==> src/rtl/noc_pe_interface_pkg.sv <==
`default_nettype none
// ============================================================================
// Module      : noc_pe_interface_pkg
// Description : Shared NoC definitions. Contains the coordinate and field widths,
//               the field offsets (measured from the packet MSB), the packet
//               header struct, and the handshake FSM state encodings used by
//               the PE interface, switch and arbiter blocks.
// Revision    : 1.0 - initial release
// ============================================================================
package noc_pe_interface_pkg;

    localparam int c_coord_w = 2;                  // bits per X or Y coordinate
    localparam int c_node_w  = 2 * c_coord_w;      // {X,Y} node address
    localparam int c_hdr_w   = 1 + 2 * c_node_w;   // reserved + dest + source

    // Field positions expressed as distance of the field's top bit from the MSB
    localparam int c_rsvd_top_off    = 0;
    localparam int c_dest_top_off    = 1;
    localparam int c_src_top_off     = 1 + c_node_w;
    localparam int c_payload_top_off = c_hdr_w;

    // Header occupies the top c_hdr_w bits; payload fills the remainder
    typedef struct packed {
        logic                rsvd;
        logic [c_node_w-1:0] dest;
        logic [c_node_w-1:0] src;
    } noc_hdr_t;

    typedef enum logic [1:0] {
        TX_IDLE = 2'd0,
        TX_REQ  = 2'd1,
        TX_REL  = 2'd2
    } tx_state_t;

    typedef enum logic [0:0] {
        RX_WAIT = 1'b0,
        RX_ACK  = 1'b1
    } rx_state_t;

    function automatic int payload_width(input int width);
        return width - c_hdr_w;
    endfunction

endpackage
`default_nettype wire

==> src/rtl/noc_sync_fifo.sv <==
`default_nettype none
// ============================================================================
// Module      : noc_sync_fifo
// Description : Synchronous first-word-fall-through FIFO. The head entry is
//               always visible on pop_data (zero when empty). A push into a
//               full FIFO is ignored even if a pop occurs in the same cycle.
// Ports       : clk, rst_n      - clock, asynchronous active-low reset
//               push, push_data - write request and data
//               full            - no free entry
//               pop             - consume head this cycle
//               pop_data, empty - head entry and empty flag
// Revision    : 1.0 - initial release
// ============================================================================
module noc_sync_fifo #(
    parameter int WIDTH = 33,
    parameter int DEPTH = 2
) (
    input  logic             clk,
    input  logic             rst_n,
    input  logic             push,
    input  logic [WIDTH-1:0] push_data,
    output logic             full,
    input  logic             pop,
    output logic [WIDTH-1:0] pop_data,
    output logic             empty
);

    localparam int c_aw = (DEPTH > 1) ? $clog2(DEPTH) : 1;

    logic [WIDTH-1:0] r_mem [DEPTH];
    // Extra MSB on each pointer distinguishes full from empty
    logic [c_aw:0]    r_wr_ptr;
    logic [c_aw:0]    r_rd_ptr;
    logic             w_do_push;
    logic             w_do_pop;

    assign empty = (r_wr_ptr == r_rd_ptr);
    assign full  = (r_wr_ptr[c_aw] != r_rd_ptr[c_aw]) &&
                   (r_wr_ptr[c_aw-1:0] == r_rd_ptr[c_aw-1:0]);

    // Full is judged on the pre-pop state, so push-while-full never lands
    assign w_do_push = push && !full;
    assign w_do_pop  = pop && !empty;

    assign pop_data = empty ? '0 : r_mem[r_rd_ptr[c_aw-1:0]];

    always_ff @(posedge clk or negedge rst_n) begin
        if (!rst_n) begin
            r_wr_ptr <= '0;
            r_rd_ptr <= '0;
        end else begin
            if (w_do_push) r_wr_ptr <= r_wr_ptr + 1'b1;
            if (w_do_pop)  r_rd_ptr <= r_rd_ptr + 1'b1;
        end
    end

    // Storage needs no reset; the pointers define which entries are valid
    always_ff @(posedge clk) begin
        if (w_do_push) r_mem[r_wr_ptr[c_aw-1:0]] <= push_data;
    end

endmodule
`default_nettype wire

==> src/rtl/noc_pe_interface.sv <==
`default_nettype none
// ============================================================================
// Module      : noc_pe_interface
// Description : Bridges a synchronous PE valid/ready interface to the router's
//               asynchronous 4-phase bundled-data handshake in both directions.
//               TX stamps the local source address onto outgoing packets; RX
//               buffers incoming packets in a FWFT FIFO and back-pressures the
//               router by withholding acknowledge while the FIFO is full.
// Ports       : clk, rst_n                     - clock, async active-low reset
//               tx_valid/tx_ready/tx_dest/tx_payload - PE transmit side
//               net_req_out/net_ack_in/net_data_out  - 4-phase link to router
//               net_req_in/net_ack_out/net_data_in   - 4-phase link from router
//               rx_valid/rx_ready/rx_data            - PE receive side
// Revision    : 1.0 - initial release
// ============================================================================
module noc_pe_interface
    import noc_pe_interface_pkg::*;
#(
    parameter int                   WIDTH    = 33,
    parameter logic [c_coord_w-1:0] ADDR_X   = 2'b00,
    parameter logic [c_coord_w-1:0] ADDR_Y   = 2'b00,
    parameter int                   RX_DEPTH = 2
) (
    input  logic                   clk,
    input  logic                   rst_n,
    input  logic                   tx_valid,
    output logic                   tx_ready,
    input  logic [c_node_w-1:0]    tx_dest,
    input  logic [WIDTH-10:0]      tx_payload,
    output logic                   net_req_out,
    input  logic                   net_ack_in,
    output logic [WIDTH-1:0]       net_data_out,
    input  logic                   net_req_in,
    output logic                   net_ack_out,
    input  logic [WIDTH-1:0]       net_data_in,
    output logic                   rx_valid,
    input  logic                   rx_ready,
    output logic [WIDTH-1:0]       rx_data
);

    localparam int c_payload_w = payload_width(WIDTH);

    // ------------------------------------------------------------------
    // Two-flop synchronizers for the asynchronous handshake inputs
    // ------------------------------------------------------------------
    logic [1:0] r_ack_sync;
    logic [1:0] r_req_sync;
    logic       w_ack_s;
    logic       w_req_s;

    always_ff @(posedge clk or negedge rst_n) begin
        if (!rst_n) begin
            r_ack_sync <= 2'b00;
            r_req_sync <= 2'b00;
        end else begin
            r_ack_sync <= {r_ack_sync[0], net_ack_in};
            r_req_sync <= {r_req_sync[0], net_req_in};
        end
    end

    assign w_ack_s = r_ack_sync[1];
    assign w_req_s = r_req_sync[1];

    // ------------------------------------------------------------------
    // TX path
    // ------------------------------------------------------------------
    tx_state_t                r_tx_state;
    logic                     r_net_req;
    logic [WIDTH-1:0]         r_net_data;
    noc_hdr_t                 w_tx_hdr;
    logic [WIDTH-1:0]         w_tx_packet;
    logic [c_payload_w-1:0]   w_tx_payload;

    assign w_tx_payload = tx_payload;
    assign w_tx_hdr     = '{rsvd: 1'b0, dest: tx_dest, src: {ADDR_X, ADDR_Y}};
    assign w_tx_packet  = {w_tx_hdr, w_tx_payload};

    // Held low while in reset so the PE never sees a ready during reset
    assign tx_ready     = rst_n && (r_tx_state == TX_IDLE);
    assign net_req_out  = r_net_req;
    assign net_data_out = r_net_data;

    // net_data_out is only loaded in TX_IDLE, so it stays stable for the
    // whole request/release sequence. Local destinations go to the router too.
    always_ff @(posedge clk or negedge rst_n) begin
        if (!rst_n) begin
            r_tx_state <= TX_IDLE;
            r_net_req  <= 1'b0;
            r_net_data <= '0;
        end else begin
            case (r_tx_state)
                TX_IDLE: begin
                    if (tx_valid) begin
                        r_net_data <= w_tx_packet;
                        r_net_req  <= 1'b1;
                        r_tx_state <= TX_REQ;
                    end
                end
                TX_REQ: begin
                    if (w_ack_s) begin
                        r_net_req  <= 1'b0;
                        r_tx_state <= TX_REL;
                    end
                end
                TX_REL: begin
                    if (!w_ack_s) r_tx_state <= TX_IDLE;
                end
                default: begin
                    r_net_req  <= 1'b0;
                    r_tx_state <= TX_IDLE;
                end
            endcase
        end
    end

    // ------------------------------------------------------------------
    // RX path
    // ------------------------------------------------------------------
    rx_state_t r_rx_state;
    logic      r_net_ack;
    logic      w_fifo_full;
    logic      w_fifo_empty;
    logic      w_rx_push;

    // Exactly one write per request: only RX_WAIT may push, and it leaves
    // RX_WAIT on the same edge. A full FIFO simply delays the acknowledge.
    assign w_rx_push   = (r_rx_state == RX_WAIT) && w_req_s && !w_fifo_full;
    assign net_ack_out = r_net_ack;
    assign rx_valid    = !w_fifo_empty;

    always_ff @(posedge clk or negedge rst_n) begin
        if (!rst_n) begin
            r_rx_state <= RX_WAIT;
            r_net_ack  <= 1'b0;
        end else begin
            case (r_rx_state)
                RX_WAIT: begin
                    if (w_rx_push) begin
                        r_net_ack  <= 1'b1;
                        r_rx_state <= RX_ACK;
                    end
                end
                RX_ACK: begin
                    if (!w_req_s) begin
                        r_net_ack  <= 1'b0;
                        r_rx_state <= RX_WAIT;
                    end
                end
                default: begin
                    r_net_ack  <= 1'b0;
                    r_rx_state <= RX_WAIT;
                end
            endcase
        end
    end

    noc_sync_fifo #(
        .WIDTH (WIDTH),
        .DEPTH (RX_DEPTH)
    ) u_rx_fifo (
        .clk       (clk),
        .rst_n     (rst_n),
        .push      (w_rx_push),
        .push_data (net_data_in),
        .full      (w_fifo_full),
        .pop       (rx_ready),
        .pop_data  (rx_data),
        .empty     (w_fifo_empty)
    );

endmodule
`default_nettype wire

==> config.mk <==
export PLATFORM = sky130hd
export DESIGN_NAME = noc_pe_interface
export DESIGN_NICKNAME = d
export VERILOG_FILES = /design/src/rtl/noc_pe_interface_pkg.sv /design/src/rtl/noc_sync_fifo.sv /design/src/rtl/noc_pe_interface.sv
export SDC_FILE = /design/constraint.sdc
export NUM_CORES = 1
export LEC_CHECK = 0
export ABC_CLOCK_PERIOD_IN_PS = 4600
export CAP_MARGIN = 20
export CORE_MARGIN = 1.5
export CORE_UTILIZATION = 49
export DETAILED_ROUTE_END_ITERATION = 8
export PLACE_DENSITY = 0.85
export REMOVE_ABC_BUFFERS = 1
export SKIP_CTS_REPAIR_TIMING = 1
export SLEW_MARGIN = 20
export SYNTH_ARGS = -nofsm -noshare
export SYNTH_HDL_FRONTEND = slang
export SYNTH_SLANG_ARGS = --single-unit
==> constraint.sdc <==
create_clock -name clk -period 4.6 [get_ports clk]
set_input_delay 0.69 -clock clk [delete_from_list [all_inputs] [get_ports clk]]
set_output_delay 0.69 -clock clk [all_outputs]
set_load 0.05 [all_outputs]
# After elaboration in Yosys (flattened, before gate mapping)
# Memory sizes are Yosys's and may differ from the RTL's.
# Cells that the tools add are included.
[word_totals]
ramBits = 66
input_bits = 67
wordCells = 53
regBits = 41
memories = 1
[classes]
bitwise = 2
reduce_logical = 13
muxes = 16
add_sub_neg = 2
eq_ne = 10
[memory_table]
columns = ["memory", "depth", "word_bits", "read_ports", "rd_ports_with_merged_regs", "write_ports", "line_no", "source"]
rows = [
  ["u_rx_fifo.r_mem", 2, 33, 1, 0, 1, "noc_sync_fifo.sv:30", "logic [WIDTH-1:0] r_mem [DEPTH];"],
]
[op_table]
columns = ["cell", "count"]
rows = [
  ["33-bit 2-to-1 mux", 1],
  ["1-bit 2-to-1 mux", 8],
  ["2-bit != test, second input constant", 4],
  ["1-bit logical AND", 6],
  ["2-bit 2-to-1 mux", 3],
  ["2-bit case mux with 3 select lines", 1],
  ["3-bit AND reduction", 2],
  ["2-bit by 1-bit adder with 2-bit output, second input constant", 2],
  ["1-bit case mux with 2 select lines", 2],
  ["2-bit AND reduction", 2],
  ["1-bit case mux with 3 select lines", 1],
  ["2-bit by 1-bit equality test with 1-bit output, second input constant", 1],
  ["2-bit equality test", 1],
  ["2-bit equality test, second input constant", 1],
  ["1-bit logical NOT", 2],
  ["2-bit logical NOT", 1],
  ["2-bit by 1-bit != test with 1-bit output, second input constant", 1],
  ["1-bit NOT", 2],
  ["1-bit equality test", 1],
  ["1-bit != test", 1],
]

# Depth between registers and ports, before layout
[depth]
depth_word = 7
mapped_depth = 5
mapped_depth_nobuf = 3

# By module
# Synthesis repeated with hierarchy kept, for this count alone.
[unflattened]
hier_cells = 257
hier_area_um2 = 4280.4
[by_module_without_submodules]
columns = ["mod", "seq_area_each_um2", "n_inst", "area_each_um2", "cells_per_inst"]
rows = [
  ["noc_sync_fifo", 2082.0, 1, 2766.4, 165],
  ["noc_pe_interface", 925.9, 1, 1514.0, 92],
]

# Worst setup path before layout
# OpenSTA, ideal clock, no wires.
[synth_path]
kind = "reg-to-reg"
from = "register u_rx_fifo.r_rd_ptr[0]"
to = "memory u_rx_fifo.r_mem[0][0], enable pin"
path_buffers = 1
stages_incl_launch_ff = 5
period_less_slack_ns = 2.762
t_arrival_ns = 2.339
setup_ns = 0.423
path_slack_ns = 1.838
cell_sequence = "dfrtp_1 > buf_4 > xor2_2 > o21ai_1 > nor2_1"
[synth_via]
elab_chain_len = 7
[synth_lines]
columns = ["element", "line_no", "source"]
rows = [
  ["start: declaration", "noc_sync_fifo.sv:33", "logic [c_aw:0] r_rd_ptr;"],
  ["start signal: assignment", "noc_sync_fifo.sv:53", "if (w_do_pop) r_rd_ptr <= r_rd_ptr + 1'b1;"],
  ["1-bit equality test *", "noc_sync_fifo.sv:39", "(r_wr_ptr[c_aw-1:0] == r_rd_ptr[c_aw-1:0]);"],
  ["1-bit logical AND *", "noc_sync_fifo.sv:38", "assign full = (r_wr_ptr[c_aw] != r_rd_ptr[c_aw]) &&"],
  ["1-bit logical NOT *", "noc_sync_fifo.sv:42, noc_pe_interface.sv:127", ""],
  ["1-bit logical AND", "noc_pe_interface.sv:127", "assign w_rx_push = (r_rx_state == RX_WAIT) && w_req_s && !w_fifo_full;"],
  ["1-bit logical AND *", "noc_sync_fifo.sv:42", "assign w_do_push = push && !full;"],
  ["1-bit 2-to-1 mux *", "noc_sync_fifo.sv:59", "if (w_do_push) r_mem[r_wr_ptr[c_aw-1:0]] <= push_data;"],
  ["1-bit 2-to-1 mux (not written as such) *", "noc_sync_fifo.sv:59", ""],
  ["end: declaration", "noc_sync_fifo.sv:30", ""],
]
# Every way passes the cells marked *; elsewhere a longest branch is shown, timed or not.

# Worst setup path in the final report
[layout_path]
from = "register u_rx_fifo.r_wr_ptr[0]"
to = "output rx_data[25]"
[layout_via]
elab_chain_len = 2
[layout_lines]
columns = ["element", "line_no", "source"]
rows = [
  ["start: declaration", "noc_sync_fifo.sv:32", "logic [c_aw:0] r_wr_ptr;"],
  ["start signal: assignment", "noc_sync_fifo.sv:52", "if (w_do_push) r_wr_ptr <= r_wr_ptr + 1'b1;"],
  ["2-bit equality test", "noc_sync_fifo.sv:37", "assign empty = (r_wr_ptr == r_rd_ptr);"],
  ["33-bit 2-to-1 mux", "noc_sync_fifo.sv:45", "assign pop_data = empty ? '0 : r_mem[r_rd_ptr[c_aw-1:0]];"],
  ["end: declaration", "noc_pe_interface.sv:38", "output logic [WIDTH-1:0] rx_data"],
]
# No other way between the ends.

==> metrics.txt <==
run status=finished clean; number of cells on the worst hold path=0; largest cells by area after synthesis=sky130_fd_sc_hd__edfxtp_1, sky130_fd_sc_hd__dfrtp_1, sky130_fd_sc_hd__mux2i_1; Tmin final=3.28 ns; data required time at the worst endpoint=3.91 ns; starting utilization of the core area=50.5%; Reg2Reg Capture Point=u_rx_fifo.r_mem[0][19]; total via count in the routed design=2464; count of clock tree sinks=107; achievable clock frequency=305 MHz; total congestion overflow=0; number of fillers in the final layout=583; input/output buffers=131; Post-Synthesis Mean Instance Area=16.6 um2; number of enable-type register cells in the synthesized netlist=66; launch point of the worst reg-to-reg path=u_rx_fifo.r_wr_ptr[0]; max capacitance violation total=0; worst reg2reg path depth=3; final wirelength=7.81 mm; share of synthesized cell area in and, or, nand and nor gates=4.40%; post-detailed-placement half-perimeter wirelength=5.48 mm; number of instances in the synthesized netlist=249; worst slew pin tran=0.955 ns; post-CTS clock slew at the launch and capture registers of the worst setup and hold paths=0.09 ns; Synth Register Bits=107; kind of end point of the critical path=primary output; Nets=451; setup repair after global routing missed its margin=no; worst path setup slack after routing=1.32 ns; core area=0.00818 mm2; vias in the first global route=2479; final weighted congestion in routability-driven placement=0.711; per-cell routed wire length=15.8 um; Die Span Y=94.8 um; standard-cell rows=33; clock network latency to the later pin of the worst-skew pair=0.35 ns; number of buffers on the longest clock path=2; cell area after synthesis=0.00413 mm2; All-Layer GR Usage=18.2%; fraction of post-synthesis cell area in the top cell type by area=48.0%; fraction of registers with async set/reset=38.3%; layout overhead on the synthesized area=37.2%; number of search-and-repair iterations in the first detailed-routing pass=4; part of the cycle the worst path needs=71.2%; worst hold start=r_ack_sync[0]; Min-Delay Path Class=reg2reg; horizontal die dimension=94.8 um; Via-to-Cell Ratio=4.99; setup tns final=0 ns; Detail Route Antenna Nets=0; final hold viol count=0; largest net degree at the start of global routing=43; area fraction in compound gates after synthesis=1.18%; area share of fa/ha/maj cells after synthesis=0%; Worst Clk Skew=0.00863 ns; destination of the worst hold path=r_ack_sync[1]; Final setup violation count=0; maximum level of the CTS H-tree=3; Synthesis Warnings=0; Worst Setup Slack post-DPL=1.55 ns; start point of the critical path=u_rx_fifo.r_wr_ptr[0]; Root Buffer Master=sky130_fd_sc_hd__clkbuf_8; global-route wire length before repair=12.0 mm; DRT iter0 DRCs=95; most numerous cell in the Yosys netlist=sky130_fd_sc_hd__edfxtp_1; flop-to-flop setup slack=2.41 ns; leading register cell type out of synthesis=sky130_fd_sc_hd__edfxtp_1; share of synthesized area occupied by flip-flops and latches=72.9%; die area=0.00898 mm2; top cell types by occurrence after synthesis=sky130_fd_sc_hd__edfxtp_1, sky130_fd_sc_hd__dfrtp_1, sky130_fd_sc_hd__nor2_1; Inserted Diodes=0; Relative slew margins=36.2%; count of unique library cells instantiated by Yosys=25; fraction of layout cells with a size suffix above 1=11.1%; maximum fanout encountered on the critical timing path=34; startpoint type of the worst setup path=flop; initial antenna violation count=0; TritonCTS buffer count=9; largest family of logic cells by synthesized area=multiplexers; cell taking the most area after synthesis=sky130_fd_sc_hd__edfxtp_1; data arrival time of the critical path=2.59 ns; top-level port count=137; DRC violations left=0; CTS tree=built; final slew viol count=0; Setup CP Type=reg2out; XOR/XNOR Fraction of Synth Area=1.88%; fraction of synthesized area in multiplexers=15.9%
==> critical path, stage by stage (launching register included) <==
cell and delay, ns:
sky130_fd_sc_hd__dfrtp_1 0.49, sky130_fd_sc_hd__xor2_2 0.23, sky130_fd_sc_hd__nor2_4 0.60, sky130_fd_sc_hd__nor2_1 0.16, sky130_fd_sc_hd__clkdlybuf4s50_1 0.74
==> registers in the layout, summed over array words and instances (netlist names) <==
name	flops
u_rx_fifo.r_mem	66
net_data_out	28
r_ack_sync	2
r_req_sync	2
r_tx_state	2
u_rx_fifo.r_rd_ptr	2
u_rx_fifo.r_wr_ptr	2
net_ack_out	1
net_req_out	1
r_rx_state	1
==> cell families (layout without fill, tap and decap cells) <==
group,count (synthesis),in the layout
other cells,1,5
simple gates,42,42
flops,107,107
xor+xnor,8,8
mux,62,62
buf+inv,21,157
compound gates,8,8
==> how the worst max path moves through the flow <==
| stage | slack [ns] | to | cells past startpoint |
|---|---|---|---|
| floorplan | 0.95 | u_rx_fifo.r_mem[0][0] | 3 |
| global placement | 1.63 | tx_ready | 4 |
| detailed placement | 1.55 | tx_ready | 4 |
| CTS | 1.28 | rx_data[10] | 4 |
| global route | 1.18 | rx_data[10] | 4 |
| finish | 1.32 | rx_data[25] | 4 |
==> cells in the final DEF (no fill, tap or decap), types with 2 or more instances in the layout <==
master,count
sky130_fd_sc_hd__buf_4,4
sky130_fd_sc_hd__clkbuf_8,9
sky130_fd_sc_hd__clkdlybuf4s50_1,130
sky130_fd_sc_hd__clkinv_1,3
sky130_fd_sc_hd__conb_1,5
sky130_fd_sc_hd__dfrtp_1,40
sky130_fd_sc_hd__edfxtp_1,66
sky130_fd_sc_hd__inv_1,6
sky130_fd_sc_hd__inv_6,2
sky130_fd_sc_hd__mux2_1,8
sky130_fd_sc_hd__mux2_2,20
sky130_fd_sc_hd__mux2i_1,34
sky130_fd_sc_hd__nor2_1,35
sky130_fd_sc_hd__nor2_4,2
sky130_fd_sc_hd__o211ai_1,2
sky130_fd_sc_hd__o21ai_0,3
sky130_fd_sc_hd__xnor2_1,6
==> metrics by stage <==
| stage | util, % | instances | hold slack, ns | area, um2 |
|---|---|---|---|---|
| detailed placement | 67.2 | 478 | 0.340 | 5500 |
| CTS | 69.3 | 494 | 0.368 | 5660 |
| global placement | 67.2 | 478 | 0.334 | 5500 |
| finish | 69.3 | 494 | 0.369 | 5660 |
| global route | 69.3 | 494 | 0.383 | 5660 |
| floorplan | - | 238 | 0.331 | 4010 |
==> layer usage <==
| metal | GRT usage, % | vias to the layer above | share of wire, % |
|---|---|---|---|
| met5 | 0 | - | 0 |
| met4 | 6.34 | 0 | 1.1 |
| met3 | 10.1 | 6 | 12 |
| met2 | 28.6 | 114 | 48 |
| met1 | 20.9 | 1197 | 38 |
| li1 | - | 1147 | - |
==> final cells by class <==
class | count | area, um2 | share of cell area (%)
Clock buffer | 9 | 124 | 2.19
Clock inverter | 7 | 42.5 | 0.751
Inverter | 6 | 22.5 | 0.398
Multi-Input combinational cell | 125 | 996 | 17.6
Sequential cell | 107 | 3010 | 53.1
Tap cell | 105 | 131 | 2.32
Timing Repair Buffer | 135 | 1340 | 23.6
Power is not shown: default switching activity piles up to over one toggle a cycle in this logic, so the estimate is an artifact.
